$ cat src/rtl/clock_pkg.sv
// Shared clock definitions: mode codes, digit positions and
// seven-segment encodings used by the display and mode logic.
package clock_pkg;

   typedef enum logic [2:0] {
      MODE_CLOCK     = 3'd0,
      MODE_AL_HOUR   = 3'd1,
      MODE_AL_MIN    = 3'd2,
      MODE_STOPWATCH = 3'd3,
      MODE_SET_HOUR  = 3'd4,
      MODE_SET_MIN   = 3'd5
   } mode_t;

   localparam logic [2:0] DIG_S1  = 3'd0;
   localparam logic [2:0] DIG_S10 = 3'd1;
   localparam logic [2:0] DIG_M1  = 3'd2;
   localparam logic [2:0] DIG_M10 = 3'd3;
   localparam logic [2:0] DIG_H1  = 3'd4;
   localparam logic [2:0] DIG_H10 = 3'd5;

   localparam logic [6:0] SEG_DASH  = 7'b0111111;
   localparam logic [6:0] SEG_BLANK = 7'b1111111;

   // segments {g,f,e,d,c,b,a}, active-low
   function automatic logic [6:0] seg_of(input logic [3:0] d);
      unique case (d)
         4'd0:    seg_of = 7'b1000000;
         4'd1:    seg_of = 7'b1111001;
         4'd2:    seg_of = 7'b0100100;
         4'd3:    seg_of = 7'b0110000;
         4'd4:    seg_of = 7'b0011001;
         4'd5:    seg_of = 7'b0010010;
         4'd6:    seg_of = 7'b0000010;
         4'd7:    seg_of = 7'b1111000;
         4'd8:    seg_of = 7'b0000000;
         4'd9:    seg_of = 7'b0010000;
         default: seg_of = SEG_BLANK;
      endcase
   endfunction

endpackage

$ cat src/rtl/bin2bcd6.sv
// Combinational 6-bit binary to two BCD digits, with an
// out-of-range flag (limit 23 for hours, 59 otherwise).
module bin2bcd6
   import clock_pkg::*;
(
   input  logic [5:0] val,
   input  logic       hour,
   output logic [3:0] tens,
   output logic [3:0] ones,
   output logic       bad
);

   always_comb begin
      tens = 4'd0;
      ones = 4'(val);
      for (int i = 1; i <= 6; i++) begin
         if (val >= 6'(10 * i)) begin
            tens = 4'(i);
            ones = 4'(val - 6'(10 * i));
         end
      end
   end

   assign bad = hour ? (val > 6'd23) : (val > 6'd59);

endmodule

$ cat src/rtl/display_mux.sv
// Six-digit multiplexed time display with per-frame shadowing,
// out-of-range dashes, adjust-mode blinking and separator dots.
module display_mux
   import clock_pkg::*;
#(
   parameter int SCAN_DIV     = 1000,
   parameter int BLINK_FRAMES = 32
) (
   input  logic       clk,
   input  logic       rst,
   input  logic [5:0] h,
   input  logic [5:0] m,
   input  logic [5:0] s,
   input  logic [2:0] mode,
   input  logic       alarmeon,
   output logic [6:0] seg,
   output logic [5:0] an,
   output logic       dp
);

   localparam int PW = $clog2(SCAN_DIV);
   localparam int FW = (BLINK_FRAMES > 1) ? $clog2(BLINK_FRAMES) : 1;

   logic [PW-1:0] pre;
   logic [2:0]    idx;
   logic [FW-1:0] fcnt;
   logic          phase;
   logic [5:0]    sh_h, sh_m, sh_s;
   logic [2:0]    sh_mode;
   logic          sh_al;

   logic          tick, fwrap;
   logic [5:0]    val;
   logic          hour, bad, blank;
   logic [3:0]    tens, ones;
   logic [6:0]    seg_nxt;
   logic          dp_nxt;

   assign tick  = (pre == PW'(SCAN_DIV - 1));
   assign fwrap = (fcnt == FW'(BLINK_FRAMES - 1));

   // shadows only reload at the frame boundary so a frame never tears
   always_ff @(posedge clk or negedge rst) begin
      if (!rst) begin
         pre     <= '0;
         idx     <= DIG_S1;
         fcnt    <= '0;
         phase   <= 1'b0;
         sh_h    <= '0;
         sh_m    <= '0;
         sh_s    <= '0;
         sh_mode <= '0;
         sh_al   <= 1'b0;
      end else begin
         pre <= tick ? '0 : pre + 1'b1;
         if (tick) begin
            if (idx == DIG_H10) begin
               idx     <= DIG_S1;
               sh_h    <= h;
               sh_m    <= m;
               sh_s    <= s;
               sh_mode <= mode;
               sh_al   <= alarmeon;
               if (fwrap) begin
                  fcnt  <= '0;
                  phase <= ~phase;
               end else begin
                  fcnt <= fcnt + 1'b1;
               end
            end else begin
               idx <= idx + 3'd1;
            end
         end
      end
   end

   always_comb begin
      val  = sh_s;
      hour = 1'b0;
      unique case (1'b1)
         (idx == DIG_H1 || idx == DIG_H10): begin
            val  = sh_h;
            hour = 1'b1;
         end
         (idx == DIG_M1 || idx == DIG_M10): val = sh_m;
         default: ;
      endcase
   end

   bin2bcd6 u_bcd (
      .val  (val),
      .hour (hour),
      .tens (tens),
      .ones (ones),
      .bad  (bad)
   );

   always_comb begin
      blank = 1'b0;
      if (phase) begin
         unique case (1'b1)
            (sh_mode == MODE_AL_HOUR || sh_mode == MODE_SET_HOUR):
               blank = (idx == DIG_H1 || idx == DIG_H10);
            (sh_mode == MODE_AL_MIN || sh_mode == MODE_SET_MIN):
               blank = (idx == DIG_M1 || idx == DIG_M10);
            default: ;
         endcase
      end
      seg_nxt = bad ? SEG_DASH : seg_of(idx[0] ? tens : ones);
      if (blank) seg_nxt = SEG_BLANK;
      dp_nxt = !(idx == DIG_M1 || idx == DIG_H1 ||
                 (idx == DIG_S1 && sh_al));
   end

   always_ff @(posedge clk or negedge rst) begin
      if (!rst) begin
         an  <= '1;
         seg <= SEG_BLANK;
         dp  <= 1'b1;
      end else begin
         an  <= ~(6'b1 << idx);
         seg <= seg_nxt;
         dp  <= dp_nxt;
      end
   end

endmodule

$ cat config.mk
export PLATFORM = sky130hd
export DESIGN_NAME = display_mux
export DESIGN_NICKNAME = d
export VERILOG_FILES = /design/src/rtl/clock_pkg.sv /design/src/rtl/bin2bcd6.sv /design/src/rtl/display_mux.sv
export SDC_FILE = /design/constraint.sdc
export NUM_CORES = 1
export LEC_CHECK = 0
export BUFFER_PORTS_ARGS = -buffer_cell sky130_fd_sc_hd__buf_2
export CORE_MARGIN = 2
export CORE_UTILIZATION = 43
export CTS_BUF_LIST = sky130_fd_sc_hd__clkbuf_4 sky130_fd_sc_hd__clkbuf_8 sky130_fd_sc_hd__clkbuf_16
export DETAILED_ROUTE_END_ITERATION = 10
export GPL_TIMING_DRIVEN = 0
export PLACE_DENSITY = 0.69
export SLEW_MARGIN = 25
export SYNTH_ARGS = -nofsm -noshare
export SYNTH_HDL_FRONTEND = slang
export SYNTH_HIERARCHICAL = 1
export SYNTH_SLANG_ARGS = --single-unit
$ cat constraint.sdc
create_clock -name clk -period 5.2 [get_ports clk]
set_input_delay 0.52 -clock clk [delete_from_list [all_inputs] [get_ports clk]]
set_output_delay 0.52 -clock clk [all_outputs]
set_load 0.005 [all_outputs]
# Word-level counts from Yosys, hierarchy flattened
# Memory sizes are Yosys's and may differ from the RTL's.
# Index checks and enable logic that the tools add are counted.
dict set report word_totals {
  reg_bits 55
  rom_bits 112
  wordCells 77
  memories 1
}
dict set report classes {
  n_addsub 9
  magnitude_cmp 8
  n_eq_ne 10
  n_shift 1
  mux 23
  n_bitwise 2
  n_reduce_logical 11
}
# name depth word_bits read_ports rd_clocked_by_memory_dff write_ports line
set mem_list {}
lappend mem_list {{(no name shown)} 16 7 1 0 0 clock_pkg.sv:26} ;# unique case (d)
# cell n
set op_table {}
lappend op_table {{$mux W4} 7}
lappend op_table {{$ge A6 B6 Y1 const B} 3}
lappend op_table {{$sub A4 B4 Y4 const B} 4}
lappend op_table {{$mux W7} 2}
lappend op_table {{$eq A3 B3 Y1 const B} 4}
lappend op_table {{$ge A6 B5 Y1 const B} 2}
lappend op_table {{$mux W3} 4}
lappend op_table {{$pmux W6 S2} 1}
lappend op_table {{$add A10 B1 Y10 const B} 1}
lappend op_table {{$eq A10 B10 Y1 const B} 1}
lappend op_table {{$mux W10} 1}
lappend op_table {{$eq A3 B2 Y1 const B} 3}
lappend op_table {{$ge A6 B4 Y1 const B} 1}
lappend op_table {{$gt A6 B5 Y1 const B} 1}
lappend op_table {{$gt A6 B6 Y1 const B} 1}
lappend op_table {{$logic_or A1 B1 Y1} 6}
lappend op_table {{$not A6 Y6} 1}
lappend op_table {{$shl A1 B3 Y6 const A} 1}
lappend op_table {{$add A5 B1 Y5 const B} 1}
lappend op_table {{$eq A5 B5 Y1 const B} 1}
lappend op_table {{$mux W5} 1}
lappend op_table {{$mux W1} 4}
lappend op_table {{$mux W2} 2}
lappend op_table {{$sub A4 B2 Y4 const B} 1}
lappend op_table {{10 further kinds} 10}

# Depth between registers and ports, before layout
# Gate-level depths: netlist of run 1.
# An unclocked memory read counts as a cell.
dict set report depth {
  depth_word 14
  mapped_depth 20
  ltp_nobuf 18
}

# By module
# Netlist of run 1, hierarchy kept.
# mod instances cells_each area_each_um2 seq_area_each_um2
set modules_own_cells {}
lappend modules_own_cells {display_mux 1 282 2708.8 1393.8}
lappend modules_own_cells {bin2bcd6 1 74 570.5 0.0}

# Least setup slack after synthesis of run 1
# Ideal clock, no wire load.
dict set report synth_timing {
  kind {register to register}
  from {reg idx[1]}
  to {reg seg[4]}
  setup_ns 0.081
  arrival_time_ns 4.125
  required_time_ns 5.119
  slack_ns 0.994
  stages_incl_launch_ff 18
  path_cell_list {dfrtp_1 > inv_1 > ha_1 > clkbuf_1 > o21ai_0 > inv_1 > ha_1 > a221o_1 > nor2b_1 > o211a_1 > xnor2_1 > mux2i_1 > inv_1 > ha_1 > nand2_1 > o21ai_0 > o211a_1 > o211ai_1}
}
dict set report synth_via {
  elab_chain_len 14
  elab_cells_between_ends 41
  classes_between {6 x add/sub; 8 x order compare; 4 x eq/ne; 20 x mux; 2 x reduce/logical; 1 x memory}
}
# item line
set synth_rtl {}
lappend synth_rtl {{start, declared} display_mux.sv:25} ;# logic [2:0] idx;
lappend synth_rtl {{start signal, assigned} display_mux.sv:71} ;# idx <= idx + 3'd1;
lappend synth_rtl {{$eq A3 B2 Y1 or $eq A3 B3 Y1 (tied branches)} {display_mux.sv:85, display_mux.sv:81}}
lappend synth_rtl {{$logic_or A1 B1 Y1, on equally long branches} {display_mux.sv:85, display_mux.sv:81}}
lappend synth_rtl {{$pmux W6 S2 *} display_mux.sv:80} ;# unique case (1'b1)
lappend synth_rtl {{named net val[2]} display_mux.sv:33} ;# logic [5:0] val;
lappend synth_rtl {{$ge A6 B4 Y1} bin2bcd6.sv:17} ;# if (val >= 6'(10 * i)) begin
lappend synth_rtl {{$mux W1} bin2bcd6.sv:17}
lappend synth_rtl {{$mux W2 (2 in a row)} bin2bcd6.sv:17}
lappend synth_rtl {{$mux W3 (2 in a row)} bin2bcd6.sv:17}
lappend synth_rtl {{$mux W3 *} bin2bcd6.sv:17}
lappend synth_rtl {{named net tens[0]} display_mux.sv:35} ;# logic [3:0] tens, ones;
lappend synth_rtl {{$mux W4 *} display_mux.sv:109} ;# seg_nxt = bad ? SEG_DASH : seg_of(idx[0] ? tens : ones);
lappend synth_rtl {{$mem_v2 Z16 W7 *} -}
lappend synth_rtl {{$mux W7 *} display_mux.sv:109}
lappend synth_rtl {{$mux W7 *} display_mux.sv:110} ;# if (blank) seg_nxt = SEG_BLANK;
lappend synth_rtl {{named net seg_nxt[4]} display_mux.sv:36} ;# logic [6:0] seg_nxt;
lappend synth_rtl {{end signal, assigned} display_mux.sv:122} ;# seg <= seg_nxt;
lappend synth_rtl {{end, declared} display_mux.sv:16} ;# output logic [6:0] seg,
# Mark *: on every way through the listed nets, which the timed path passes. The rest lies on a longest branch.
# A chain may end at the register's enable or synchronous reset.

# Worst setup path in the final report of run 1
dict set report layout_timing {
  from {reg idx[1]}
  to {reg seg[4]}
}
dict set report layout_via {
  elab_cells_between_ends 41
  classes_between {6 x add/sub; 8 x order compare; 4 x eq/ne; 20 x mux; 2 x reduce/logical; 1 x memory}
}
# item line
set layout_lines {}
lappend layout_lines {{$eq A3 B3 Y1} display_mux.sv:81} ;# (idx == DIG_H1 || idx == DIG_H10): begin
lappend layout_lines {{$logic_or A1 B1 Y1 *} display_mux.sv:81}
lappend layout_lines {{$mux W1 *} display_mux.sv:80}
lappend layout_lines {{named net hour} display_mux.sv:34} ;# logic hour, bad, blank;
lappend layout_lines {{$mux W1 *} bin2bcd6.sv:24} ;# assign bad = hour ? (val > 6'd23) : (val > 6'd59);
lappend layout_lines {{$mux W7 *} display_mux.sv:109}
lappend layout_lines {{$mux W7 *} display_mux.sv:110}
lappend layout_lines {{named net seg_nxt[4]} display_mux.sv:36}
# Marks and branches as above.

==> key figures, run 1 <==
Status
  – Status: finished clean

Synthesis
  – Synth top area share: 0.313
  – Syn_area_per_cell: 9.21 µm²
  – Post-synth cell types: 61
  – Synthesized flop and latch total: 55
  – Largest family of logic cells by synthesized area: simple AND/OR/NAND/NOR gates
  – Syn_nets: 401
  – Cells after synthesis: 356
  – Synth top cells by count: nand2_1, dfrtp_1, ha_1, o21ai_0, nor2_1
  – Sequential-to-total area share from yosys stat: 0.425
  – Yosys top cell by area: dfrtp_1
  – Number of synthesized flops with an enable pin: 0
  – Most common cell in the netlist: nand2_1
  – Post-synthesis xor/xnor area fraction: 0.0294
  – Adder-cell share of the synthesized area: 0.0801
  – Synth Warn #: 6
  – Largest cells by area after synthesis: dfrtp_1, dfstp_2, nand2_1
  – Synth Flop Type: dfrtp_1
  – Synth async-reset ratio: 1.00
  – Syn Std Cell Area: 3280 µm²
  – Synth Area in Simple Gates: 0.237
  – Compound-Gate Fraction of Synth Area: 0.145
  – Multiplexer area fraction after synthesis: 0.0244

Clock tree
  – Hold-fix buffers, CTS: 0
  – CTS buffer count: 5
  – Clock Path Buffers: 2
  – CTS root buf: clkbuf_8
  – H-Tree Depth: 2
  – TritonCTS clock tree: done
  – Worst-path clk slew: 0.09 ns
  – Clk_lat worst skew: 0.31 ns
  – Clock Sinks: 55

Floorplanning
  – Core footprint: 7330 µm²
  – Die H: 91.3 µm
  – Total die area: 8340 µm²
  – Ports: 38
  – Row cnt: 31
  – Initial Util: 0.447
  – Die X: 91.3 µm

Critical path
  – Critical path launch point type: flop
  – CP Capture Type: flop
  – Crit-path cells: inv_1 -> ha_1 -> clkbuf_1 -> a22oi_1 -> o21ai_1 -> buf_2 -> inv_1 -> ha_1 -> a221o_1 -> nor2b_1 -> o211a_1 -> xnor2_1 -> mux2i_1 -> inv_1 -> ha_1 -> nand2_1 -> o21ai_0 -> o211a_1 -> o211ai_1
  – Crit-path max FO: 10
  – Crit-path slowest cell: dfrtp_1
  – WP data arrival: 4.96 ns
  – Max incr delay on CP: 0.47 ns
  – WS Path Type: reg2reg
  – Crit path required time: 5.43 ns
  – Crit path buffers/inverters: 5
  – Largest delay contributor family on the critical path: compound AO/OA/AOI/OAI gates

Routing
  – Vias/cell: 5.20
  – DRC: 0
  – Via Count: 2601
  – Drt first pass iters: 4
  – Post-DRT Antenna Nets: 0
  – WL/cell: 13.1 µm
  – DRT iter0 DRCs: 210
  – DRT Wirelength: 6.57 mm

Timing
  – Final setup vio count: 0
  – Fmax: 0.211 GHz
  – Fin crit share: 0.909
  – Final TNS setup: 0 ns
  – Worst slew margin: 0.342
  – Tmin final: 4.73 ns
  – Clk_skew: 0.00767 ns
  – Final Max Tran Viols: 0
  – RSZ-0062 raised after global routing: no
  – Worst slew pin tran: 0.977 ns
  – Final Hold Vio Count: 0

Placed design
  – Post-DP HPWL: 4.88 mm
  – # port buffers: 37
  – Gpl congestion: 0.825
  – Placement Cell Area: 3590 µm²

Power and ir drop
  – Pwr Total: 739 µW
  – Power Density: 199 nW/µm²
  – P_leak: 0.00173 µW
  – Peak VDD IR: 0.0933 mV

Global route
  – Total Routing Usage GR: 0.165
  – Vias in the first global route: 2483
  – Initial antenna violation count: 0
  – First-pass GRT wire length: 11.3 mm
  – GR Overflow Total: 0
  – Largest net degree at the start of global routing: 56

Cells and area
  – Area grow syn2layout: 13.1%
  – Cell area after layout: 3710 µm²
  – Antenna diodes: 0
  – Layout cells sized above 1: 0.217
  – Final nets: 445

Flow run
  – Reported max-cap violation count: 0

Worst hold path
  – Hold Crit Class: in2async
routing by layer:
metal  vias up  part of all wire  global-route usage  wire length (µm)
met5         -                 0                   0                 0
li1       1312                 -                   -                 -
met1      1231              0.46               0.219              3030
met2        51              0.49               0.281              3230
met3         7             0.034              0.0274               223
met4         0             0.013              0.0429                87
worst register-to-register path: stages, from the launching register on:
cell and delay (ns):
dfrtp_1 0.47, inv_1 0.14, ha_1 0.20, clkbuf_1 0.34
a22oi_1 0.16, o21ai_1 0.41, buf_2 0.33, inv_1 0.15
ha_1 0.21, a221o_1 0.41, nor2b_1 0.16, o211a_1 0.26
xnor2_1 0.14, mux2i_1 0.32, inv_1 0.15, ha_1 0.26
nand2_1 0.07, o21ai_0 0.08, o211a_1 0.22, o211ai_1 0.17
cell families (layout without fill, tap and decap cells):
| family | Yosys count | after routing |
|---|---|---|
| compound gates | 66 | 66 |
| mux | 8 | 8 |
| xor+xnor | 11 | 11 |
| fa+ha+maj | 21 | 21 |
| flops | 55 | 55 |
| buf+inv | 34 | 79 |
| simple gates | 160 | 160 |
| other cells | 1 | 1 |
cell type report:
cell class,instances,area [µm²]
clock buffer,7,83.8
timing repair buffer,37,188
tap,99,124
clock inverter,1,30.0
sequential,55,1390
fill,687,3620
inverter,15,56.3
buffer,19,134
multi-input combinational,267,1700
timing repair:
item / CTS / global route
setup endpoints to repair: 0 / 2
gates resized for setup: 0 / 2
hold endpoints to repair: 0 / 0
buffers inserted: 0 / 0
worst paths after layout:
kind	start	endpoint	slack (ns)	cells after the start
worst max-delay path	idx[1]	seg[4]	0.47	19
worst min-delay path	rst	idx[2]	0.26	1
worst max register to register	idx[1]	seg[4]	0.47	19
worst min register to register	sh_al	dp	0.44	1
max in group asynchronous	rst	sh_s[4]	4.51	1
min in group clk	h[4]	sh_h[4]	0.40	3
flip-flops by register name, summed over array words and instances (netlist names):
name     count
an           6
dp           1
fcnt         5
idx          3
phase        1
pre         10
seg          7
sh_al        1
sh_h         6
sh_m         6
sh_mode      3
sh_s         6
stage by stage:
stage	hold slack, ns	worst slack (ns)	cells	util
global route	0.302	0.0662	500	0.506
CTS	0.273	0.277	500	0.505
detailed placement	0.433	0.317	492	0.490
floorplan	0.224	0.994	356	-
global placement	0.426	0.0951	492	0.490
finish	0.258	0.472	500	0.506
cells in the final DEF, fill, tap and decap left out, types with 3 or more instances in the layout:
master and instances:
nand2_1 96, buf_2 44, dfrtp_1 41, ha_1 21
o21ai_0 15, nor2_1 15, inv_1 14, nand3_1 14
dfstp_2 14, mux2i_1 8, a22oi_1 6, buf_6 6
xnor2_1 6, and3_1 5, a21oi_1 5, xor2_1 5
a31oi_1 5, clkbuf_8 5, o31ai_1 4, o21ai_1 4
clkbuf_1 3, nor2b_1 3, o211ai_1 3, and2_1 3
and4_1 3, buf_4 3
power by group:
group | internal (µW) | switching [µW]
registers | 428 | 0
logic | 7.10 | 11.0
clock network | 155 | 138
Note: power is estimated with default switching activity, not from simulation.
==> run 2: changes to the inputs <==
- SYNTH_HIERARCHICAL: 1 -> not set
==> run 2 against run 1 <==
Net effect: sequential share of layout area rose by 0.064 points; routed wire length grew 9.5%; combinational power decreased by 8%; fmax rose by 1.0%; sequential power about the same; global-route usage up 0.94 points; via count rose by 5.0%; synthesized cell count is 0.84% higher; largest cell class unchanged; largest power group unchanged; highest routed layer unchanged.
==> key figures, run 2 <==
Routing
  – Vias/cell: 5.43 (+4.3%)
  – DRT Wirelength: 7.20 mm (+9.5%)
  – Post-DRT Antenna Nets: 0 (unchanged)
  – DRT iter0 DRCs: 195 (-7.1%)
  – WL/cell: 14.3 µm (+8.9%)
  – Drt first pass iters: 4 (unchanged)
  – DRC: 0 (unchanged)
  – Via Count: 2730 (+5.0%)

Floorplanning
  – Initial Util: 0.450 (+0.00307)
  – Die H: 91.6 µm (+0.33%)
  – Ports: 38 (unchanged)
  – Core footprint: 7330 µm² (unchanged)
  – Total die area: 8400 µm² (+0.66%)
  – Row cnt: 31 (unchanged)
  – Die X: 91.6 µm (+0.33%)

Clock tree
  – Clock Path Buffers: 2 (unchanged)
  – Clock Sinks: 55 (unchanged)
  – Post-CTS resize count: 0 (unchanged)
  – Hold-fix buffers, CTS: 0 (unchanged)
  – H-Tree Depth: 2 (unchanged)
  – CTS buffer count: 5 (unchanged)
  – CTS root buf: clkbuf_8
  – Post-CTS setup buffer count: 0 (unchanged)
  – Clk_lat worst skew: 0.31 ns (about the same)
  – Worst-path clk slew: 0.10 ns (about the same)
  – TritonCTS clock tree: done

Timing
  – Fin crit share: 0.900 (-0.00918)
  – Final Hold Vio Count: 0 (unchanged)
  – Final setup vio count: 0 (unchanged)
  – Worst slew margin: 0.405 (+0.0631)
  – Final Max Tran Viols: 0 (unchanged)
  – Clk_skew: 0.00708 ns (-0.000585 ns)
  – Worst slew pin tran: 0.893 ns (-0.0844 ns)
  – Final TNS setup: 0 ns (unchanged)
  – Tmin final: 4.68 ns (-0.0477 ns)
  – Fmax: 0.214 GHz (+1.0%)
  – RSZ-0062 raised after global routing: no

Synthesis
  – Synth Warn #: 0 (-6)
  – Synth top area share: 0.311 (-0.00213)
  – Syn_area_per_cell: 9.20 µm² (-0.15%)
  – Synth async-reset ratio: 1.00 (unchanged)
  – Sequential-to-total area share from yosys stat: 0.422 (-0.00290)
  – Most common cell in the netlist: nand2_1
  – Yosys top cell by area: dfrtp_1
  – Synth Flop Type: dfrtp_1
  – Syn_nets: 402 (+0.25%)
  – Syn Std Cell Area: 3300 µm² (+0.69%)
  – Post-synth cell types: 71 (+16%)
  – Largest cells by area after synthesis: dfrtp_1, dfstp_2, nand2_1
  – Synthesized flop and latch total: 55 (unchanged)
  – Number of synthesized flops with an enable pin: 0 (unchanged)
  – Cells after synthesis: 359 (+0.84%)
  – Synth top cells by count: nand2_1, dfrtp_1, ha_1, nor2_1, dfstp_2

Cells and area
  – Area grow syn2layout: 12.1%
  – Max reg flops: 10 (unchanged)
  – Most common cell after layout, fill and taps aside: nand2_1
  – # fillers: 677 (-1.5%)
  – Final Util: 0.505 (-0.000853)
  – Commonest non-fill, non-tap cells in the layout: nand2_1, dfrtp_1, buf_2
  – Layout cells sized above 1: 0.208 (-0.00904)
  – Final nets: 446 (+0.22%)
  – Sequential cell area: 1390 µm² (unchanged)
  – Post-route insts no fill: 503 (+0.60%)
  – Area taken by multi-input logic gates: 1750 µm² (+3.2%)
  – Largest Register: pre
  – Antenna diodes: 0 (unchanged)
  – Biggest regs: pre x10, seg x7

Global route
  – GR Overflow Total: 0 (unchanged)
  – Total Routing Usage GR: 0.175 (+0.00939)
  – First-pass GRT wire length: 12.1 mm (+7.1%)
  – Initial antenna violation count: 0 (unchanged)
  – Largest net degree at the start of global routing: 56 (unchanged)
  – Vias in the first global route: 2575 (+3.7%)

Power and ir drop
  – P_leak: 0.00166 µW (-4.3%)
  – Peak VDD IR: 0.155 mV (+66%)
  – Power Density: 185 nW/µm² (-7.3%)
  – Pwr Total: 684 µW (-7.4%)

Placed design
  – Cells after DPL: 495 (+0.61%)
  – Post-DP HPWL: 5.33 mm (+9.2%)
  – # port buffers: 37 (unchanged)
  – Gpl congestion: 0.947 (+15%)

Critical path
  – Crit path required time: 5.44 ns (about the same)
  – CP Capture Type: flop
  – WP data arrival: 4.92 ns (-0.04 ns)
  – Critical path launch point type: flop
  – Worst r2r path cells: 17 (-2)
  – Crit-path max FO: 10 (unchanged)
  – WS Path Type: reg2reg

Flow run
  – Reported max-cap violation count: 0 (unchanged)

Worst hold path
  – Hold Crit Class: in2async

Status
  – Status: finished clean
## run 2: cell types whose count changed after synthesis, sizes merged, moves of 5 or more
cell,delta
mux2i,-7
o21ai,-8
a22oi,-5
buf,-8
a21oi,+8
clkbuf,+5
nand2,-7
## run 2: worst max-delay path, cell delays in order, from the launching register on
cell,delay [ns]
dfrtp_1,0.45
inv_1,0.15
ha_1,0.28
buf_6,0.17
a22oi_1,0.16
nor2_1,0.06
a21oi_1,0.69
inv_1,0.23
ha_1,0.33
a21oi_2,0.24
nand4_1,0.19
a31oi_2,0.27
nor3_1,0.08
a21oi_1,0.42
inv_1,0.14
ha_1,0.23
mux2_4,0.28
o31a_1,0.25
## run 2: kinds of logic (layout without fill, tap and decap cells)
family	Yosys count	after routing	synth area share
adder cells (fa/ha/maj)	19	19	0.0720
AO/OA/AOI/OAI	74	74	0.180
flip-flops	55	55	0.422
buffers and inverters	30	75	0.0470
AND/OR/NAND/NOR	166	166	0.235
XOR/XNOR	11	11	0.0292
multiplexers	4	4	0.0155
## run 2: path summary, 6_finish.rpt
kind                       startpoint         end  slack (ns)
hold reg to reg                 sh_al          dp        0.43
setup reg to reg               idx[2]      seg[6]        0.52
min in group clk              mode[0]  sh_mode[0]        0.40
max in group asynchronous         rst     fcnt[2]        4.51
setup / recovery               idx[2]      seg[6]        0.52
hold / removal                    rst      pre[7]        0.25
## run 2: where the power goes
part	switching, µW	internal [µW]
logic	10.4	6.35
clock network	145	94.2
registers	0	428
total	155	529
## run 2: cell type report
cell class / instances / share of cell area
clock buffers: 5 / 0.0186
clock inverters: 3 / 0.00541
flip-flops and latches: 55 / 0.376
inverters: 14 / 0.0149
repair buffers: 37 / 0.0507
multi-input cells: 274 / 0.473
plain buffers: 16 / 0.0270
well taps: 99 / 0.0335
## run 2: per-layer routing
metal  track usage  share of wire  vias up
met5             0              0        -
met4        0.0455         0.0090        0
met3        0.0255          0.026        6
met2         0.305           0.51       44
met1         0.227           0.46     1328
li1              -              -     1352
## run 2: per-stage QoR
step	setup WS, ns	hold slack, ns	instance area (µm²)
3_3_place_gp	0.666	0.417	3610
5_1_grt	0.176	0.309	3700
4_1_cts	0.559	0.278	3700
3_5_place_dp	0.587	0.422	3610
2_1_floorplan	1.50	0.224	3300
6_report	0.520	0.249	3700
==> run 3: changes to the inputs <==
- CELL_PAD_IN_SITES_DETAIL_PLACEMENT: not set -> 1
- CELL_PAD_IN_SITES_GLOBAL_PLACEMENT: not set -> 2
- CORE_UTILIZATION: 43 -> 36
- PLACE_DENSITY: 0.69 -> 0.86
==> run 3 against run 2 <==
Net effect: final area increased by 0.51%; combinational power about the same; via count increased by 1.9%; routed wire length increased by 14%; critical path type unchanged; flip-flop and latch count unchanged; sequential power about the same; setup slack got worse by 0.13 ns; core utilization decreased by 8.2 points; clock power increased by 6%; largest power group unchanged; critical endpoint unchanged; fmax decreased by 2.8%; final cell count increased by 1.8%; largest cell class unchanged.
==> key figures, run 3 (same netlist as run 2, synthesis figures left out) <==
Clock tree
  – Post-CTS setup buffer count: 0 (unchanged)
  – Post-CTS resize count: 0 (unchanged)
  – TritonCTS clock tree: done
  – Worst-path clk slew: 0.10 ns (about the same)
  – CTS root buf: clkbuf_8
  – Clock Sinks: 55 (unchanged)
  – CTS buffer count: 5 (unchanged)
  – Hold-fix buffers, CTS: 0 (unchanged)
  – H-Tree Depth: 2 (unchanged)
  – Clock Path Buffers: 2 (unchanged)
  – Clk_lat worst skew: 0.32 ns (about the same)

Timing
  – Worst slew margin: 0.340 (-0.0652)
  – Fin crit share: 0.926 (+0.0259)
  – Final TNS setup: 0 ns (unchanged)
  – Final Max Tran Viols: 0 (unchanged)
  – Final Hold Vio Count: 0 (unchanged)
  – Fmax: 0.208 GHz (-2.8%)
  – RSZ-0062 raised after global routing: no
  – Worst slew pin tran: 0.990 ns (+0.0978 ns)
  – Tmin final: 4.82 ns (+0.135 ns)
  – Final setup vio count: 0 (unchanged)
  – Clk_skew: 0.0123 ns (+0.00518 ns)

Cells and area
  – Biggest regs: pre x10, seg x7
  – Final nets: 446 (unchanged)
  – Commonest non-fill, non-tap cells in the layout: nand2_1, dfrtp_1, buf_2
  – Most common cell after layout, fill and taps aside: nand2_1
  – # fillers: 1023 (+51%)
  – Area grow syn2layout: 12.7%
  – Layout cells sized above 1: 0.208 (unchanged)
  – Antenna diodes: 0 (unchanged)
  – Largest Register: pre
  – Cell area after layout: 3720 µm² (+0.51%)
  – Max reg flops: 10 (unchanged)

Routing
  – Vias/cell: 5.43 (about the same)
  – DRT iter0 DRCs: 125 (-36%)
  – DRC: 0 (unchanged)
  – Via Count: 2781 (+1.9%)
  – Drt first pass iters: 4 (unchanged)
  – Post-DRT Antenna Nets: 0 (unchanged)
  – WL/cell: 16.1 µm (+12%)
  – DRT Wirelength: 8.22 mm (+14%)

Critical path
  – WP data arrival: 5.07 ns (+0.15 ns)
  – Crit-path cells: inv_1 -> ha_1 -> buf_6 -> a22oi_1 -> nor2_1 -> a21oi_1 -> inv_1 -> ha_1 -> a21oi_2 -> nand4_1 -> a31oi_2 -> nor3_1 -> a21oi_1 -> inv_1 -> ha_1 -> mux2_4 -> o31a_1
  – Crit path required time: 5.45 ns (about the same)
  – CP Capture Type: flop
  – Crit path buffers/inverters: 4 (unchanged)
  – Worst r2r path cells: 17 (unchanged)
  – Max incr delay on CP: 0.76 ns (+0.07 ns)
  – Largest delay contributor family on the critical path: compound AO/OA/AOI/OAI gates
  – Crit-path slowest cell: a21oi_1
  – Reg-to-reg endpoint: seg[6]
  – Flop2flop setup slack: 0.38 ns (-0.13 ns)
  – WS Path Type: reg2reg
  – Critical path launch point type: flop
  – R2r startpoint: idx[1]
  – Crit-path max FO: 10 (unchanged)

Global route
  – Largest net degree at the start of global routing: 56 (unchanged)
  – First-pass GRT wire length: 14.2 mm (+18%)
  – Initial antenna violation count: 0 (unchanged)
  – Total Routing Usage GR: 0.176 (+0.00142)
  – Vias in the first global route: 2968 (+15%)
  – GR Overflow Total: 0 (unchanged)

Power and ir drop
  – Peak VDD IR: 0.0927 mV (-40%)
  – P_leak: 0.00167 µW (+0.39%)
  – Power Density: 188 nW/µm² (+1.7%)

Worst hold path
  – Hold Crit Class: in2async

Floorplanning
  – Initial Util: 0.375 (-0.0755)
  – Core footprint: 8810 µm² (+20%)
  – Row cnt: 34 (+9.7%)
  – Ports: 38 (unchanged)
  – Die H: 99.8 µm (+8.9%)
  – Die X: 99.8 µm (+8.9%)
  – Total die area: 9950 µm² (+19%)

Flow run
  – Reported max-cap violation count: 0 (unchanged)

Status
  – Status: finished clean

Placed design
  – Placement Cell Area: 3620 µm² (+0.31%)
  – Post-DP HPWL: 6.17 mm (+16%)
  – # port buffers: 37 (unchanged)
  – Gpl congestion: 0.919 (-3.0%)
==> run 3: changes by cell type in the layout (fill, tap and decap cells not counted), sizes merged <==
cell      change
clkinv        -1
clkinvlp      -1
inv           +2
==> run 3: worst register-to-register path, cell delays in order, from the launching register on <==
cell and delay (ns):
dfrtp_1 0.51, inv_1 0.15, ha_1 0.30, buf_6 0.18, a22oi_1 0.15, nor2_1 0.05
a21oi_1 0.76, inv_1 0.25, ha_1 0.35, a21oi_2 0.22, nand4_1 0.17, a31oi_2 0.27
nor3_1 0.09, a21oi_1 0.46, inv_1 0.13, ha_1 0.23, mux2_4 0.27, o31a_1 0.24
==> run 3: worst max-delay path by stage <==
stage	cells past startpoint	startpoint	endpoint
after floorplan	17	idx[1]	seg[6]
after global placement	17	idx[2]	seg[6]
after detailed placement	17	idx[1]	seg[6]
after CTS	17	idx[1]	seg[6]
after global routing	17	idx[1]	seg[6]
final	17	idx[1]	seg[6]
==> run 3: power by group <==
| group | leakage, µW | total (µW) | switching (µW) | internal (µW) |
|---|---|---|---|---|
| combinational | 0.00103 | 16.6 | 10.3 | 6.34 |
| clock | 0.0000467 | 254 | 154 | 100 |
| sequential | 0.000590 | 428 | 0 | 428 |
==> run 3: final cells by class <==
cell class | count | area (µm²) | share of cell area
Multi-Input combinational cell | 274 | 1750 | 0.471
Sequential cell | 55 | 1390 | 0.375
Timing Repair Buffer | 37 | 188 | 0.0504
Tap cell | 108 | 135 | 0.0363
Buffer | 16 | 100 | 0.0269
Clock buffer | 5 | 68.8 | 0.0185
Inverter | 14 | 55.1 | 0.0148
Clock inverter | 3 | 27.5 | 0.00740
==> run 3: through the flow <==
step	hold slack (ns)	worst slack (ns)	util	power, µW	instances
detailed placement	0.415	0.505	0.412	454	504
global placement	0.412	0.652	0.411	453	504
global route	0.296	0.110	0.423	733	512
finish	0.230	0.385	0.423	699	512
floorplan	0.224	1.50	-	436	359
CTS	0.257	0.483	0.423	717	512
==> run 3: layer usage <==
layer,part of all wire,global-route usage
met4,0.013,0.0516
met1,0.45,0.236
met3,0.039,0.0230
met5,0,0
met2,0.49,0.300
